[config.mk]
export PLATFORM = sky130hd
export DESIGN_NAME = adc_scan_sequencer
export DESIGN_NICKNAME = d
export VERILOG_FILES = /design/src/rtl/adc_scan_sequencer.sv
export SDC_FILE = /design/constraint.sdc
export NUM_CORES = 1
export LEC_CHECK = 0
export ABC_AREA = 0
export CAP_MARGIN = 15
export CORE_ASPECT_RATIO = 1.75
export CORE_UTILIZATION = 43
export DETAILED_ROUTE_END_ITERATION = 16
export GPL_TIMING_DRIVEN = 0
export PLACE_DENSITY_LB_ADDON = 0.2
export REMOVE_ABC_BUFFERS = 1
export SKIP_LAST_GASP = 1
export SYNTH_ARGS = -nofsm -noshare
export SYNTH_HDL_FRONTEND = slang
export SYNTH_SLANG_ARGS = --single-unit
[constraint.sdc]
create_clock -name clk25 -period 7.2 [get_ports clk25]
set_input_delay 2.16 -clock clk25 [delete_from_list [all_inputs] [get_ports clk25]]
set_output_delay 2.16 -clock clk25 [all_outputs]
set_load 0.05 [all_outputs]
[src/rtl/adc_scan_sequencer.sv]
// adc_scan_sequencer: autonomous request-side controller for the ADC capture core.
// It scans the channels in a latched mask in ascending order, presenting each
// channel 2^AVG_LOG2 times followed by one flush frame. Every result belongs to
// the address acked one frame earlier. Results are averaged and stored in a
// per-channel bank.
//
// Ports:
//   clk25, rst         clock, asynchronous active-high reset
//   start, continuous  one-shot scan request / automatic rescan after SCAN_GAP
//   ch_mask            enabled channels (bit i = channel i), latched per scan
//   cap_en/ack/addr    request side of the capture core
//   cap_ready/data     conversion handshake level and result from the core
//   rd_addr/rd_data    combinational read of the averaged-result bank
//   ch_valid           channel i holds a result since reset
//   busy, scan_done    not idle / pulse on the scan's final bank write
//   err_timeout        sticky: no cap_ready edge within TIMEOUT cycles
module adc_scan_sequencer #(
  parameter int unsigned AVG_LOG2 = 2,
  parameter int unsigned SCAN_GAP = 25000,
  parameter int unsigned TIMEOUT  = 65535
) (
  input  logic        clk25,
  input  logic        rst,
  input  logic        start,
  input  logic        continuous,
  input  logic [7:0]  ch_mask,
  output logic        cap_en,
  output logic        cap_ack,
  output logic [2:0]  cap_addr,
  input  logic        cap_ready,
  input  logic [11:0] cap_data,
  input  logic [2:0]  rd_addr,
  output logic [11:0] rd_data,
  output logic [7:0]  ch_valid,
  output logic        busy,
  output logic        scan_done,
  output logic        err_timeout
);

  localparam int unsigned NCH   = 8;
  localparam int unsigned AW    = 3;
  localparam int unsigned DW    = 12;
  localparam int unsigned ACC_W = DW + AVG_LOG2;
  localparam int unsigned CNT_W = (AVG_LOG2 == 0) ? 1 : AVG_LOG2;
  localparam int unsigned REPS  = 1 << AVG_LOG2;
  localparam int unsigned GAP_W = $clog2(SCAN_GAP + 1);
  localparam int unsigned TMO_W = $clog2(TIMEOUT + 1);

  typedef enum logic [1:0] {
    S_IDLE = 2'd0,
    S_RUN  = 2'd1,
    S_GAP  = 2'd2
  } state_t;

  state_t            state_q, state_d;
  logic              cap_en_q, cap_en_d;
  logic              cap_ack_q, cap_ack_d;
  logic [AW-1:0]     cap_addr_q, cap_addr_d;
  logic [NCH-1:0]    scan_mask_q, scan_mask_d;
  logic [AW-1:0]     pipe_addr_q, pipe_addr_d;
  logic              pipe_valid_q, pipe_valid_d;
  logic              flush_q, flush_d;
  logic [CNT_W-1:0]  rep_q, rep_d;
  logic [CNT_W-1:0]  cnt_q, cnt_d;
  logic [ACC_W-1:0]  acc_q, acc_d;
  logic              ready_q, ready_d;
  logic [TMO_W-1:0]  tmo_q, tmo_d;
  logic [GAP_W-1:0]  gap_q, gap_d;
  logic [DW-1:0]     bank_q [NCH];
  logic [DW-1:0]     bank_d [NCH];
  logic [NCH-1:0]    ch_valid_q, ch_valid_d;
  logic              busy_q, busy_d;
  logic              scan_done_q, scan_done_d;
  logic              err_q, err_d;

  logic              launch;
  logic [AW:0]       pick;
  logic [ACC_W-1:0]  acc_sum;

  // Lowest set bit of m at index >= from; returns {found, index}.
  function automatic logic [AW:0] first_above(input logic [NCH-1:0] m,
                                               input logic [AW:0]    from);
    logic [AW:0] r;
    r = '0;
    for (int i = 0; i < int'(NCH); i++) begin
      if (!r[AW] && m[i] && ((AW+1)'(i) >= from)) r = {1'b1, AW'(i)};
    end
    return r;
  endfunction

  // Next-state, scan plan, averaging and timeout logic.
  always_comb begin
    state_d      = state_q;
    cap_addr_d   = cap_addr_q;
    scan_mask_d  = scan_mask_q;
    pipe_addr_d  = pipe_addr_q;
    pipe_valid_d = pipe_valid_q;
    flush_d      = flush_q;
    rep_d        = rep_q;
    cnt_d        = cnt_q;
    acc_d        = acc_q;
    ready_d      = cap_ready;
    tmo_d        = tmo_q;
    gap_d        = gap_q;
    bank_d       = bank_q;
    ch_valid_d   = ch_valid_q;
    err_d        = err_q;
    scan_done_d  = 1'b0;
    launch       = 1'b0;
    pick         = '0;
    // First credited sample of a channel restarts the accumulator.
    acc_sum      = (cnt_q == '0) ? ACC_W'(cap_data) : acc_q + ACC_W'(cap_data);

    case (state_q)
      S_IDLE: begin
        if ((start || (continuous && !err_q)) && (ch_mask != '0)) launch = 1'b1;
      end
      S_RUN: begin
        if (cap_ack_q) begin
          tmo_d = TMO_W'(1);
          // Data in this ack cycle belongs to the address acked previously.
          if (pipe_valid_q) begin
            acc_d = acc_sum;
            if (cnt_q == CNT_W'(REPS - 1)) begin
              bank_d[pipe_addr_q]     = DW'(acc_sum >> AVG_LOG2);
              ch_valid_d[pipe_addr_q] = 1'b1;
              cnt_d                   = '0;
            end else begin
              cnt_d = cnt_q + CNT_W'(1);
            end
          end
          pipe_addr_d  = cap_addr_q;
          pipe_valid_d = 1'b1;
          if (flush_q) begin
            scan_done_d = 1'b1;
            gap_d       = '0;
            state_d     = continuous ? S_GAP : S_IDLE;
          end else if (rep_q != CNT_W'(REPS - 1)) begin
            rep_d = rep_q + CNT_W'(1);
          end else begin
            rep_d = '0;
            pick  = first_above(scan_mask_q, {1'b0, cap_addr_q} + (AW+1)'(1));
            // No channel left: one more frame on the same address flushes the pipe.
            if (pick[AW]) cap_addr_d = pick[AW-1:0];
            else          flush_d    = 1'b1;
          end
        end else if (tmo_q == TMO_W'(TIMEOUT - 1)) begin
          err_d   = 1'b1;
          state_d = S_IDLE;
        end else begin
          tmo_d = tmo_q + TMO_W'(1);
        end
      end
      S_GAP: begin
        if (gap_q == GAP_W'(SCAN_GAP - 1)) begin
          if (continuous && (ch_mask != '0)) launch  = 1'b1;
          else                               state_d = S_IDLE;
        end else begin
          gap_d = gap_q + GAP_W'(1);
        end
      end
      default: state_d = S_IDLE;
    endcase

    if (launch) begin
      pick         = first_above(ch_mask, '0);
      scan_mask_d  = ch_mask;
      cap_addr_d   = pick[AW-1:0];
      pipe_valid_d = 1'b0;
      flush_d      = 1'b0;
      rep_d        = '0;
      cnt_d        = '0;
      tmo_d        = TMO_W'(1);
      state_d      = S_RUN;
    end

    // Rising edge of cap_ready is acked next cycle unless the scan is ending.
    cap_ack_d = (state_q == S_RUN) && (state_d == S_RUN) && cap_ready && !ready_q;
    cap_en_d  = (state_d == S_RUN);
    busy_d    = (state_d != S_IDLE);
  end

  // State and output registers.
  always_ff @(posedge clk25 or posedge rst) begin
    if (rst) begin
      state_q      <= S_IDLE;
      cap_en_q     <= 1'b0;
      cap_ack_q    <= 1'b0;
      cap_addr_q   <= '0;
      scan_mask_q  <= '0;
      pipe_addr_q  <= '0;
      pipe_valid_q <= 1'b0;
      flush_q      <= 1'b0;
      rep_q        <= '0;
      cnt_q        <= '0;
      acc_q        <= '0;
      ready_q      <= 1'b0;
      tmo_q        <= '0;
      gap_q        <= '0;
      for (int i = 0; i < int'(NCH); i++) bank_q[i] <= '0;
      ch_valid_q   <= '0;
      busy_q       <= 1'b0;
      scan_done_q  <= 1'b0;
      err_q        <= 1'b0;
    end else begin
      state_q      <= state_d;
      cap_en_q     <= cap_en_d;
      cap_ack_q    <= cap_ack_d;
      cap_addr_q   <= cap_addr_d;
      scan_mask_q  <= scan_mask_d;
      pipe_addr_q  <= pipe_addr_d;
      pipe_valid_q <= pipe_valid_d;
      flush_q      <= flush_d;
      rep_q        <= rep_d;
      cnt_q        <= cnt_d;
      acc_q        <= acc_d;
      ready_q      <= ready_d;
      tmo_q        <= tmo_d;
      gap_q        <= gap_d;
      bank_q       <= bank_d;
      ch_valid_q   <= ch_valid_d;
      busy_q       <= busy_d;
      scan_done_q  <= scan_done_d;
      err_q        <= err_d;
    end
  end

  assign cap_en      = cap_en_q;
  assign cap_ack     = cap_ack_q;
  assign cap_addr    = cap_addr_q;
  assign ch_valid    = ch_valid_q;
  assign busy        = busy_q;
  assign scan_done   = scan_done_q;
  assign err_timeout = err_q;
  assign rd_data     = bank_q[rd_addr];

endmodule

; After elaboration in Yosys (flattened, before gate mapping)
; Cells that the tools add are included.
[classes]
bitwise_logic = 4
n_lt_le_gt_ge = 13
n_reduce_logical = 66
n_eq_ne = 13
n_mux = 112
add_sub_neg = 6
[op_table]
columns = op, n
row1 = 4-bit two-way mux, 54
row2 = 96-bit bitwise mux, 1
row3 = 16-bit two-way mux, 4
row4 = 15-bit two-way mux, 3
row5 = 12-bit binary-select mux with 3-bit select, 1
row6 = 12-bit demux with 3-bit select, 1
row7 = 12-bit two-way mux, 3
row8 = 2-bit two-way mux, 17
row9 = 1-bit logical AND, 30
row10 = 15-bit case mux with 2 select lines, 1
row11 = 3-bit two-way mux, 7
row12 = "16-bit by 1-bit adder with 16-bit output, second input constant", 1
row13 = "16-bit == test, second input constant", 1
row14 = "3-bit by 4-bit >= comparator with 1-bit output, first input constant", 4
row15 = 1-bit zero test, 16
row16 = 1-bit two-way mux, 16
row17 = "15-bit by 1-bit adder with 15-bit output, second input constant", 1
row18 = "15-bit == test, second input constant", 1
row19 = 14-bit by 12-bit adder with 14-bit output, 1
row20 = 14-bit two-way mux, 1
row21 = 3-bit AND reduction, 4
row22 = 2-bit nonzero test, 6
row23 = "2-bit != test, second input constant", 5
row24 = "1-bit by 4-bit >= comparator with 1-bit output, first input constant", 2
row25 = 23 further kinds, 33
[totals]
inputBits = 28
word_cells = 240
ff_bits = 177

; Logic depth before layout (Yosys ltp)
; Gate-level depths: netlist (run 1).
[logic_depth]
depth_word = 70
depth_mapped = 11
mapped_depth_nobuf = 9

; Least setup slack after synthesis (run 1)
; No wires, ideal clock.
[synth_timing]
path_type = input port to output port
start = input port rd_addr[0]
end = output port rd_data[0]
slack_ns = 1.347
arrival_time_ns = 3.693
path_stages = 4
cell_sequence = clkbuf_1 buf_2 mux4_2 mux2_2
[synth_between]
elab_chain_cells = 4
[synth_lines]
columns = element, line_no
row1 = "start, declared", 32  ; input logic [2:0] rd_addr,
row2 = 3-bit inverter with 4-bit output (not written as such), 235  ; assign rd_data = bank_q[rd_addr];
row3 = 12-bit binary-select mux with 3-bit select, 235
row4 = 12-bit two-way mux (not written as such) (2 in series), 235
row5 = "end, declared", 33  ; output logic [11:0] rd_data,
; Every way passes these cells. The select of a mux whose other input is x is not followed.

; Final worst setup path (run 1)
[layout_timing]
start = input port rd_addr[1]
end = output port rd_data[3]
; Same word-level chain as after synthesis.

==> impl_metrics.json, run 1 <==
{
  "outcome": "completed",
  "vias": 6396,
  "antennaDiodeCount": 0,
  "setup.worst_path.class": "in2out",
  "vdd_drop_max_mv": 0.244,
  "netlist.area_leader.share": 0.500,
  "gp_congestion": 0.833,
  "yosys_warnings": 0,
  "cts_setup_buffers": 0,
  "use_met3": 0.0366,
  "crit_required_ns": 5.04,
  "whs_ns": 0.406,
  "synth_enable_flop_cells": 0,
  "ys_ff_latch": 177,
  "fin_crit_sh": 0.933,
  "critPathMaxFanout": 16,
  "port_buffers": 55,
  "start_kind": "primary input",
  "hold_violations": 0,
  "syn-instance-count": 877,
  "synth_cell_types": 72,
  "cts_max_level": 4,
  "grtUsageMet2": 0.375,
  "drc_errors": 0,
  "drt-total-wl_um": 19500,
  "grt_util_met1": 0.222,
  "maxCapViolCount": 0,
  "finalClockSkew_ns": 0.0182,
  "dieWidth_um": 110,
  "fp.coreArea_um2": 20200,
  "cp-end-kind": "primary output",
  "initial_core_util": 0.438,
  "fmax_mhz": 149,
  "p_leak_nw": 4.36,
  "cts_tree": "done",
  "die-area_um2": 21200,
  "drt-pass1-iter-count": 4,
  "ys_async_sr_fraction": 1.00,
  "ys_top_cells_by_area": "dfrtp_1 50%, nand2_1 7.2%, o21ai_0 6.3%, mux4_2 6.1%, ha_1 3.1%",
  "avgSynthCellArea_um2": 10.1,
  "setup_viol": 0,
  "post-route-util": 0.506,
  "postRouteAntennaNets": 0,
  "wl_per_cell_um": 16.6,
  "grt_usage": 0.198,
  "final_layout_size_suffix_gt1_frac": 0.107,
  "clk_root_buffer_cell": "clkbuf_16",
  "hp-class": "reg2reg",
  "globalRoute.totalOverflow": 0,
  "total_power_mw": 3.79,
  "worstPathArrival_ns": 4.56,
  "grt_max_degree": 129,
  "clock_latency_ns": 0.44,
  "cts_made_buffers": 17,
  "die_h_um": 192,
  "first_global_vias": 6494,
  "ys.flop_type": "dfrtp_1",
  "final_cells": 1177,
  "clock_sinks": 177,
  "slew_viol_final": 0,
  "rows": 69,
  "clkTransAtPathRegs_ns": 0.07,
  "drt_iter0_markers": 272,
  "p_per_area_nw_per_um2": 371,
  "netlist_area_um2": 8850,
  "slew_headroom": 0.242,
  "area_delta_synth_final_pct": 15.4,
  "clk_path_buf_depth": 2,
  "fin_crit_ns": 6.72,
  "placed_area_um2": 9630,
  "cts_resized": 0,
  "busiest_layer": "met2",
  "ioPinCount": 56,
  "antenna_found_initial": 0,
  "grt_setup_unrepaired": "false",
  "vias_per_cell": 5.43,
  "placed_cells": 1144,
  "worst-slew-pin-transition_ns": 1.14,
  "finalInstanceArea_um2": 10200,
  "cts-hold-fix-buffers": 0,
  "grt_pass1_wl_um": 33000,
  "dp_hpwl_um": 13700,
  "synth.largest_area_cell": "dfrtp_1",
  "fin_nets": 967,
  "yosysSeqAreaShare": 0.500
}
critical path, cell delays in order:
cell             delay [ns]
clkdlybuf4s50_1        0.84
buf_16                 0.23
mux4_2                 0.32
mux2_2                 0.28
clkdlybuf4s50_1        0.70
stage by stage:
stage          TNS [ns]  setup WS [ns]
2_1_floorplan         0          0.238
3_3_place_gp    -416.31          -2.33
3_5_place_dp          0          0.473
4_1_cts               0          0.468
5_1_grt               0          0.411
6_report              0          0.484
registers in the layout, indices dropped and copies added (netlist names), 2 cells and up:
signal       cells
rep_q            2
acc_q           14
scan_mask_q      8
tmo_q           16
pipe_addr_q      3
state_q          2
gap_q           15
cnt_q            2
bank_q          96
cap_addr         3
ch_valid         8
cell families (layout without fill, tap and decap cells):
| kind of cell | Yosys count | count (layout) | share of synthesized area |
|---|---|---|---|
| multiplexers | 45 | 45 | 0.0868 |
| buffers and inverters | 61 | 113 | 0.0294 |
| XOR/XNOR | 27 | 27 | 0.0267 |
| flip-flops | 177 | 177 | 0.500 |
| AO/OA/AOI/OAI | 217 | 217 | 0.150 |
| AND/OR/NAND/NOR | 327 | 327 | 0.173 |
| adder cells (fa/ha/maj) | 23 | 23 | 0.0333 |
cell usage after synthesis (3+ instances only):
cell type / n
a21o_1: 3
nor4_1: 6
a32oi_1: 3
o21bai_1: 4
mux4_2: 24
dfrtp_1: 177
a31oi_1: 4
nand2b_1: 12
buf_2: 8
o211ai_1: 7
a21oi_1: 30
nand4_1: 6
a211oi_1: 10
mux2i_1: 7
nor3b_1: 3
clkbuf_1: 28
or2_2: 3
and4_1: 3
o21a_1: 6
o31ai_1: 16
nor3_1: 19
mux2_2: 14
nand3_1: 13
xnor2_1: 26
nand2_1: 171
nor2_1: 49
ha_1: 22
o21ai_0: 111
and3_1: 3
and2_1: 7
or3_1: 6
inv_1: 19
nor2b_1: 7
per-layer routing:
metal | vias to the layer above | share of wire
li1 | 3207 | -
met1 | 3087 | 0.41
met2 | 83 | 0.55
met3 | 19 | 0.028
met4 | 0 | 0.015
met5 | - | 0
power by group:
group / internal, mW / switching, mW / total (mW)
logic: 0.558 / 0.879 / 1.44
registers: 1.26 / 0.183 / 1.44
clock network: 0.500 / 0.408 / 0.907
total: 2.32 / 1.47 / 3.79
final cells by class:
type | count | area (um^2)
flip-flops and latches | 177 | 4430
fillers | 1881 | 9980
well taps | 248 | 310
repair buffers | 61 | 648
multi-input cells | 639 | 4170
inverters | 20 | 82.6
clock buffers | 19 | 453
clock inverters | 13 | 125
cells in the final DEF, fill, tap and decap left out, types with 10 or more instances in the layout:
master             n
a211oi_1          10
a21oi_1           30
clkbuf_16         17
clkdlybuf4s50_1   54
dfrtp_1          177
ha_1              22
inv_1             18
mux2_2            14
mux4_2            24
nand2_1          171
nand2b_1          12
nand3_1           13
nor2_1            49
nor3_1            18
o21ai_0          111
o31ai_1           16
xnor2_1           26
final timing paths:
kind / from / to / slack [ns] / cells past startpoint
max: rd_addr[1] / rd_data[3] / 0.48 / 5
min: ready_q$_DFF_PP0_ / cap_ack$_DFF_PP0_ / 0.41 / 1
max reg2reg: state_q[0]$_DFF_PP0_ / bank_q[46]$_DFFE_PP0P_ / 4.07 / 5
min reg2reg: ready_q$_DFF_PP0_ / cap_ack$_DFF_PP0_ / 0.41 / 1
max in group asynchronous: rst / bank_q[83]$_DFFE_PP0P_ / 4.09 / 3
min in group asynchronous: rst / scan_done$_DFF_PP0_ / 2.12 / 2
Note: power is estimated with default switching activity, not from simulation.
==> run 2: changes to the inputs <==
--- a/config.mk
+++ b/config.mk
@@ -7,8 +7,10 @@
 export LEC_CHECK = 0
 export ABC_AREA = 0
 export CAP_MARGIN = 15
+export CELL_PAD_IN_SITES_DETAIL_PLACEMENT = 1
+export CELL_PAD_IN_SITES_GLOBAL_PLACEMENT = 1
 export CORE_ASPECT_RATIO = 1.75
-export CORE_UTILIZATION = 43
+export CORE_UTILIZATION = 40
 export DETAILED_ROUTE_END_ITERATION = 16
 export GPL_TIMING_DRIVEN = 0
 export PLACE_DENSITY_LB_ADDON = 0.2
==> run 2 against run 1 <==
Sequential share of layout area decreased by 0.18 points; utilization down 3.0 points; die area is 7.4% higher; wire length increased by 14%; via count is 4.9% higher; critical endpoint is now rd_data[7]; largest cell class unchanged.
==> impl_metrics.json, run 2 (synthesis results as in run 1) <==
{
  "wl_per_cell_um": 18.2,
  "outcome": "completed",
  "drc_errors": 0,
  "total_power_mw": 3.89,
  "vias_per_cell": 5.50,
  "fin_crit_sh": 0.958,
  "regMostFlops": "bank_q",
  "critPathMaxFanout": 14,
  "slew_headroom": 0.272,
  "fin_crit_ns": 6.89,
  "cts_tree": "done",
  "p_per_area_nw_per_um2": 379,
  "worst-slew-pin-transition_ns": 1.09,
  "start_kind": "primary input",
  "postRouteAntennaNets": 0,
  "hold_violations": 0,
  "drt-total-wl_um": 22200,
  "setup_viol": 0,
  "antenna_found_initial": 0,
  "vdd_drop_max_mv": 0.190,
  "first_global_vias": 7327,
  "cp-end-kind": "primary output",
  "final_layout_size_suffix_gt1_frac": 0.105,
  "clk_root_buffer_cell": "clkbuf_16",
  "maxCapViolCount": 0,
  "placed_cells": 1189,
  "rows": 71,
  "hp-class": "reg2reg",
  "slew_viol_final": 0,
  "vias": 6711,
  "placed_area_um2": 9680,
  "clkTransAtPathRegs_ns": 0.07,
  "dieWidth_um": 114,
  "final_common_cell": "dfrtp_1",
  "gp_congestion": 0.790,
  "grt_util_met1": 0.230,
  "setup.worst_path.class": "in2out",
  "layout_common_cells": "177 x dfrtp_1, 171 x nand2_1, 111 x o21ai_0, 54 x clkdlybuf4s50_1, 49 x nor2_1",
  "initial_core_util": 0.410,
  "drt_iter0_markers": 276,
  "clock_sinks": 177,
  "clk_path_buf_depth": 2,
  "reg.largest.list": "bank_q (96), tmo_q (16), gap_q (15)",
  "fin_nets": 968,
  "grt_max_degree": 97,
  "setup_tns_ns": 0,
  "die-area_um2": 22800,
  "grt_usage": 0.216,
  "die_h_um": 199,
  "grt_pass1_wl_um": 37400,
  "cts_max_level": 4,
  "grt_setup_unrepaired": "false",
  "cts_resized": 0,
  "use_met3": 0.0329,
  "fp.coreArea_um2": 21600,
  "globalRoute.totalOverflow": 0,
  "finalInstanceArea_um2": 10300,
  "cts_made_buffers": 17,
  "worstPathArrival_ns": 4.73,
  "p_leak_nw": 4.36,
  "busiest_layer": "met2",
  "port_buffers": 55,
  "grtUsageMet2": 0.416,
  "cts_setup_buffers": 0,
  "ioPinCount": 56,
  "fmax_mhz": 145,
  "area_delta_synth_final_pct": 15.9,
  "crit_required_ns": 5.04,
  "post-route-util": 0.475,
  "finalClockSkew_ns": 0.0128,
  "clock_latency_ns": 0.44,
  "largest_reg_flops": 96,
  "final_cells": 1221,
  "cts-hold-fix-buffers": 0,
  "drt-pass1-iter-count": 4,
  "antennaDiodeCount": 0,
  "dp_hpwl_um": 15600
}
[run 2: critical path, cell delays in order]
cell and delay [ns]:
clkdlybuf4s50_1 1.01, buf_8 0.25, mux4_2 0.31, mux2_2 0.29
clkdlybuf4s50_1 0.70
[run 2: where the power goes]
group | total (mW) | switching, mW | internal [mW] | leakage (nW)
clock | 0.927 | 0.424 | 0.502 | 0.276
combinational | 1.50 | 0.940 | 0.562 | 2.17
sequential | 1.46 | 0.196 | 1.26 | 1.92
total | 3.89 | 1.56 | 2.33 | 4.36
[run 2: layer usage]
layer,routed length [um],part of all wire
met1,8500,0.38
met2,12700,0.57
met3,460,0.021
met4,580,0.026
met5,0,0
[run 2: path summary, 6_finish.rpt]
kind / from / end / slack (ns) / depth (start not counted)
max: rd_addr[1] / rd_data[7] / 0.31 / 5
min: ready_q$_DFF_PP0_ / cap_ack$_DFF_PP0_ / 0.41 / 1
max reg2reg: cnt_q[0]$_DFFE_PP0P_ / bank_q[85]$_DFFE_PP0P_ / 3.82 / 5
min reg2reg: ready_q$_DFF_PP0_ / cap_ack$_DFF_PP0_ / 0.41 / 1
max in group asynchronous: rst / bank_q[62]$_DFFE_PP0P_ / 4.12 / 3
min in group asynchronous: rst / tmo_q[10]$_DFFE_PP0P_ / 2.21 / 2
[run 2: area by class of cell]
type | instances | area (um^2)
multi-input combinational | 639 | 4170
inverter | 20 | 82.6
sequential | 177 | 4430
fill | 2410 | 11300
clock buffer | 20 | 457
tap | 292 | 365
timing repair buffer | 62 | 639
clock inverter | 11 | 118
[run 2: metrics by stage]
step	hold WS, ns	setup slack (ns)
2_1_floorplan	0.383	0.238
3_3_place_gp	0.390	-2.60
3_5_place_dp	0.405	0.262
4_1_cts	0.414	0.272
5_1_grt	0.426	0.195
6_report	0.410	0.305
==> run 3: changes to the inputs <==
--- a/config.mk
+++ b/config.mk
@@ -9,7 +9,7 @@
 export CAP_MARGIN = 15
 export CELL_PAD_IN_SITES_DETAIL_PLACEMENT = 1
 export CELL_PAD_IN_SITES_GLOBAL_PLACEMENT = 1
-export CORE_ASPECT_RATIO = 1.75
+export CORE_ASPECT_RATIO = 0.9
 export CORE_UTILIZATION = 40
 export DETAILED_ROUTE_END_ITERATION = 16
 export GPL_TIMING_DRIVEN = 0
==> run 3 against run 2 <==
Setup slack better by 0.021 ns; clock power is 11% higher; non-clock buffer count did not move; worst hold slack better by 0.00082 ns; die area fell by 0.10%; maximum frequency is 0.30% higher; combinational power about the same; final cell count stayed put; largest power group unchanged.
==> impl_metrics.json, run 3 (synthesis results as in run 1) <==
{
  "layout_common_cells": "177 x dfrtp_1, 171 x nand2_1, 111 x o21ai_0, 54 x clkdlybuf4s50_1, 49 x nor2_1",
  "worstPathArrival_ns": 4.71,
  "setup.worst_path.class": "in2out",
  "first_global_vias": 6972,
  "p_leak_nw": 4.42,
  "drt-total-wl_um": 21800,
  "wl_per_cell_um": 17.9,
  "regMostFlops": "bank_q",
  "antenna_found_initial": 0,
  "outcome": "completed",
  "fin_nets": 968,
  "clock_latency_ns": 0.42,
  "initial_core_util": 0.408,
  "cts_resized": 0,
  "setup_viol": 0,
  "reg2regPathDepth": 5,
  "die_h_um": 143,
  "dieWidth_um": 159,
  "postRouteAntennaNets": 0,
  "crit_required_ns": 5.04,
  "p_seq_frac": 0.366,
  "dp_hpwl_um": 14500,
  "clk_path_buf_depth": 2,
  "grt_max_degree": 103,
  "clkTransAtPathRegs_ns": 0.06,
  "antennaDiodeCount": 0,
  "final_layout_size_suffix_gt1_frac": 0.108,
  "ioPinCount": 56,
  "p_comb_frac": 0.375,
  "p_per_area_nw_per_um2": 384,
  "fp.coreArea_um2": 21700,
  "post-route-worst-setup-slack_ns": 0.326,
  "fin_crit_sh": 0.955,
  "grt_usage": 0.204,
  "swShare": 0.386,
  "drt_iter0_markers": 316,
  "start_kind": "primary input",
  "fmax_mhz": 145,
  "vias_per_cell": 5.43,
  "clock_power_share": 0.259,
  "clk_root_buffer_cell": "clkbuf_16",
  "cts_made_buffers": 17,
  "gp_congestion": 0.749,
  "setup_tns_ns": 0,
  "slew_viol_final": 0,
  "drc_errors": 0,
  "cts_max_level": 4,
  "globalRoute.totalOverflow": 0,
  "fin_crit_ns": 6.87,
  "finalInstanceArea_um2": 10400,
  "switchingPower_mw": 1.54,
  "holdPathStages": 1,
  "worst-slew-pin-transition_ns": 1.13,
  "vdd_drop_max_mv": 0.172,
  "clock_sinks": 177,
  "p_int_mw": 2.45,
  "area_delta_synth_final_pct": 17.2,
  "grt_pass1_wl_um": 36500,
  "cts_setup_buffers": 0,
  "cts-hold-fix-buffers": 0,
  "port_buffers": 55,
  "grt_setup_unrepaired": "false",
  "hp-class": "reg2reg",
  "die-area_um2": 22700,
  "slew_headroom": 0.244,
  "placed_area_um2": 9690,
  "critPathMaxFanout": 13,
  "drt-pass1-iter-count": 5,
  "largest_reg_flops": 96,
  "hold_violations": 0,
  "final_common_cell": "dfrtp_1",
  "vias": 6624,
  "reg.largest.list": "bank_q (96), tmo_q (16), gap_q (15)",
  "maxCapViolCount": 0,
  "rows": 51,
  "cp-end-kind": "primary output",
  "cts_tree": "done",
  "finalClockSkew_ns": 0.00894,
  "pre_cts_ws_ns": 0.335
}
[run 3: cell count changes in the layout (fill, tap and decap cells not counted), sizes merged]
cell / delta
clkbuf: -3
clkinv: +3
clkinvlp: -1
bufinv: +4
inv: -2
[run 3: worst paths after layout]
check | from | endpoint | slack, ns
min in group asynchronous | rst | acc_q[0]$_DFFE_PP0P_ | 2.24
max | rd_addr[1] | rd_data[0] | 0.33
min reg2reg | ready_q$_DFF_PP0_ | cap_ack$_DFF_PP0_ | 0.41
min | ready_q$_DFF_PP0_ | cap_ack$_DFF_PP0_ | 0.41
max reg2reg | cnt_q[0]$_DFFE_PP0P_ | bank_q[17]$_DFFE_PP0P_ | 3.82
max in group asynchronous | rst | ch_valid[0]$_DFFE_PP0P_ | 4.06
[run 3: per-stage QoR]
| stage | power [mW] | util | cells | hold WS [ns] |
|---|---|---|---|---|
| 2_1_floorplan | 2.49 | - | 836 | 0.383 |
| 3_3_place_gp | 2.92 | 0.442 | 1182 | 0.390 |
| 3_5_place_dp | 2.98 | 0.447 | 1188 | 0.396 |
| 4_1_cts | 4.03 | 0.477 | 1220 | 0.408 |
| 5_1_grt | 4.25 | 0.478 | 1221 | 0.408 |
| 6_report | 3.98 | 0.478 | 1221 | 0.411 |
[run 3: power by group through the flow]
stage	clock, mW	sequential [mW]	combinational, mW
after floorplan	0	1.50	0.986
after global placement	0	1.46	1.45
after detailed placement	0	1.48	1.50
after CTS	1.06	1.46	1.51
after global routing	1.09	1.50	1.66
final	1.03	1.46	1.49
[run 3: layout make-up]
type | count | area, um^2
Clock buffer | 17 | 425
Fill cell | 2411 | 11300
Clock inverter | 15 | 229
Tap cell | 291 | 364
Sequential cell | 177 | 4430
Multi-Input combinational cell | 639 | 4170
Timing Repair Buffer | 62 | 674
Inverter | 20 | 82.6
[run 3: layer usage]
| metal | global-route usage | vias up | share of wire | routed length [um] |
|---|---|---|---|---|
| li1 | - | 3202 | - | - |
| met1 | 0.269 | 3314 | 0.47 | 10300 |
| met2 | 0.350 | 84 | 0.49 | 10600 |
| met3 | 0.0264 | 24 | 0.025 | 538 |
| met4 | 0.0649 | 0 | 0.016 | 344 |
| met5 | 0 | - | 0 | 0 |
[run 3: worst max-delay path, cell delays in order]
cell             delay [ns]
clkdlybuf4s50_1        0.96
buf_16                 0.23
mux4_2                 0.32
mux2_2                 0.32
clkdlybuf4s50_1        0.71
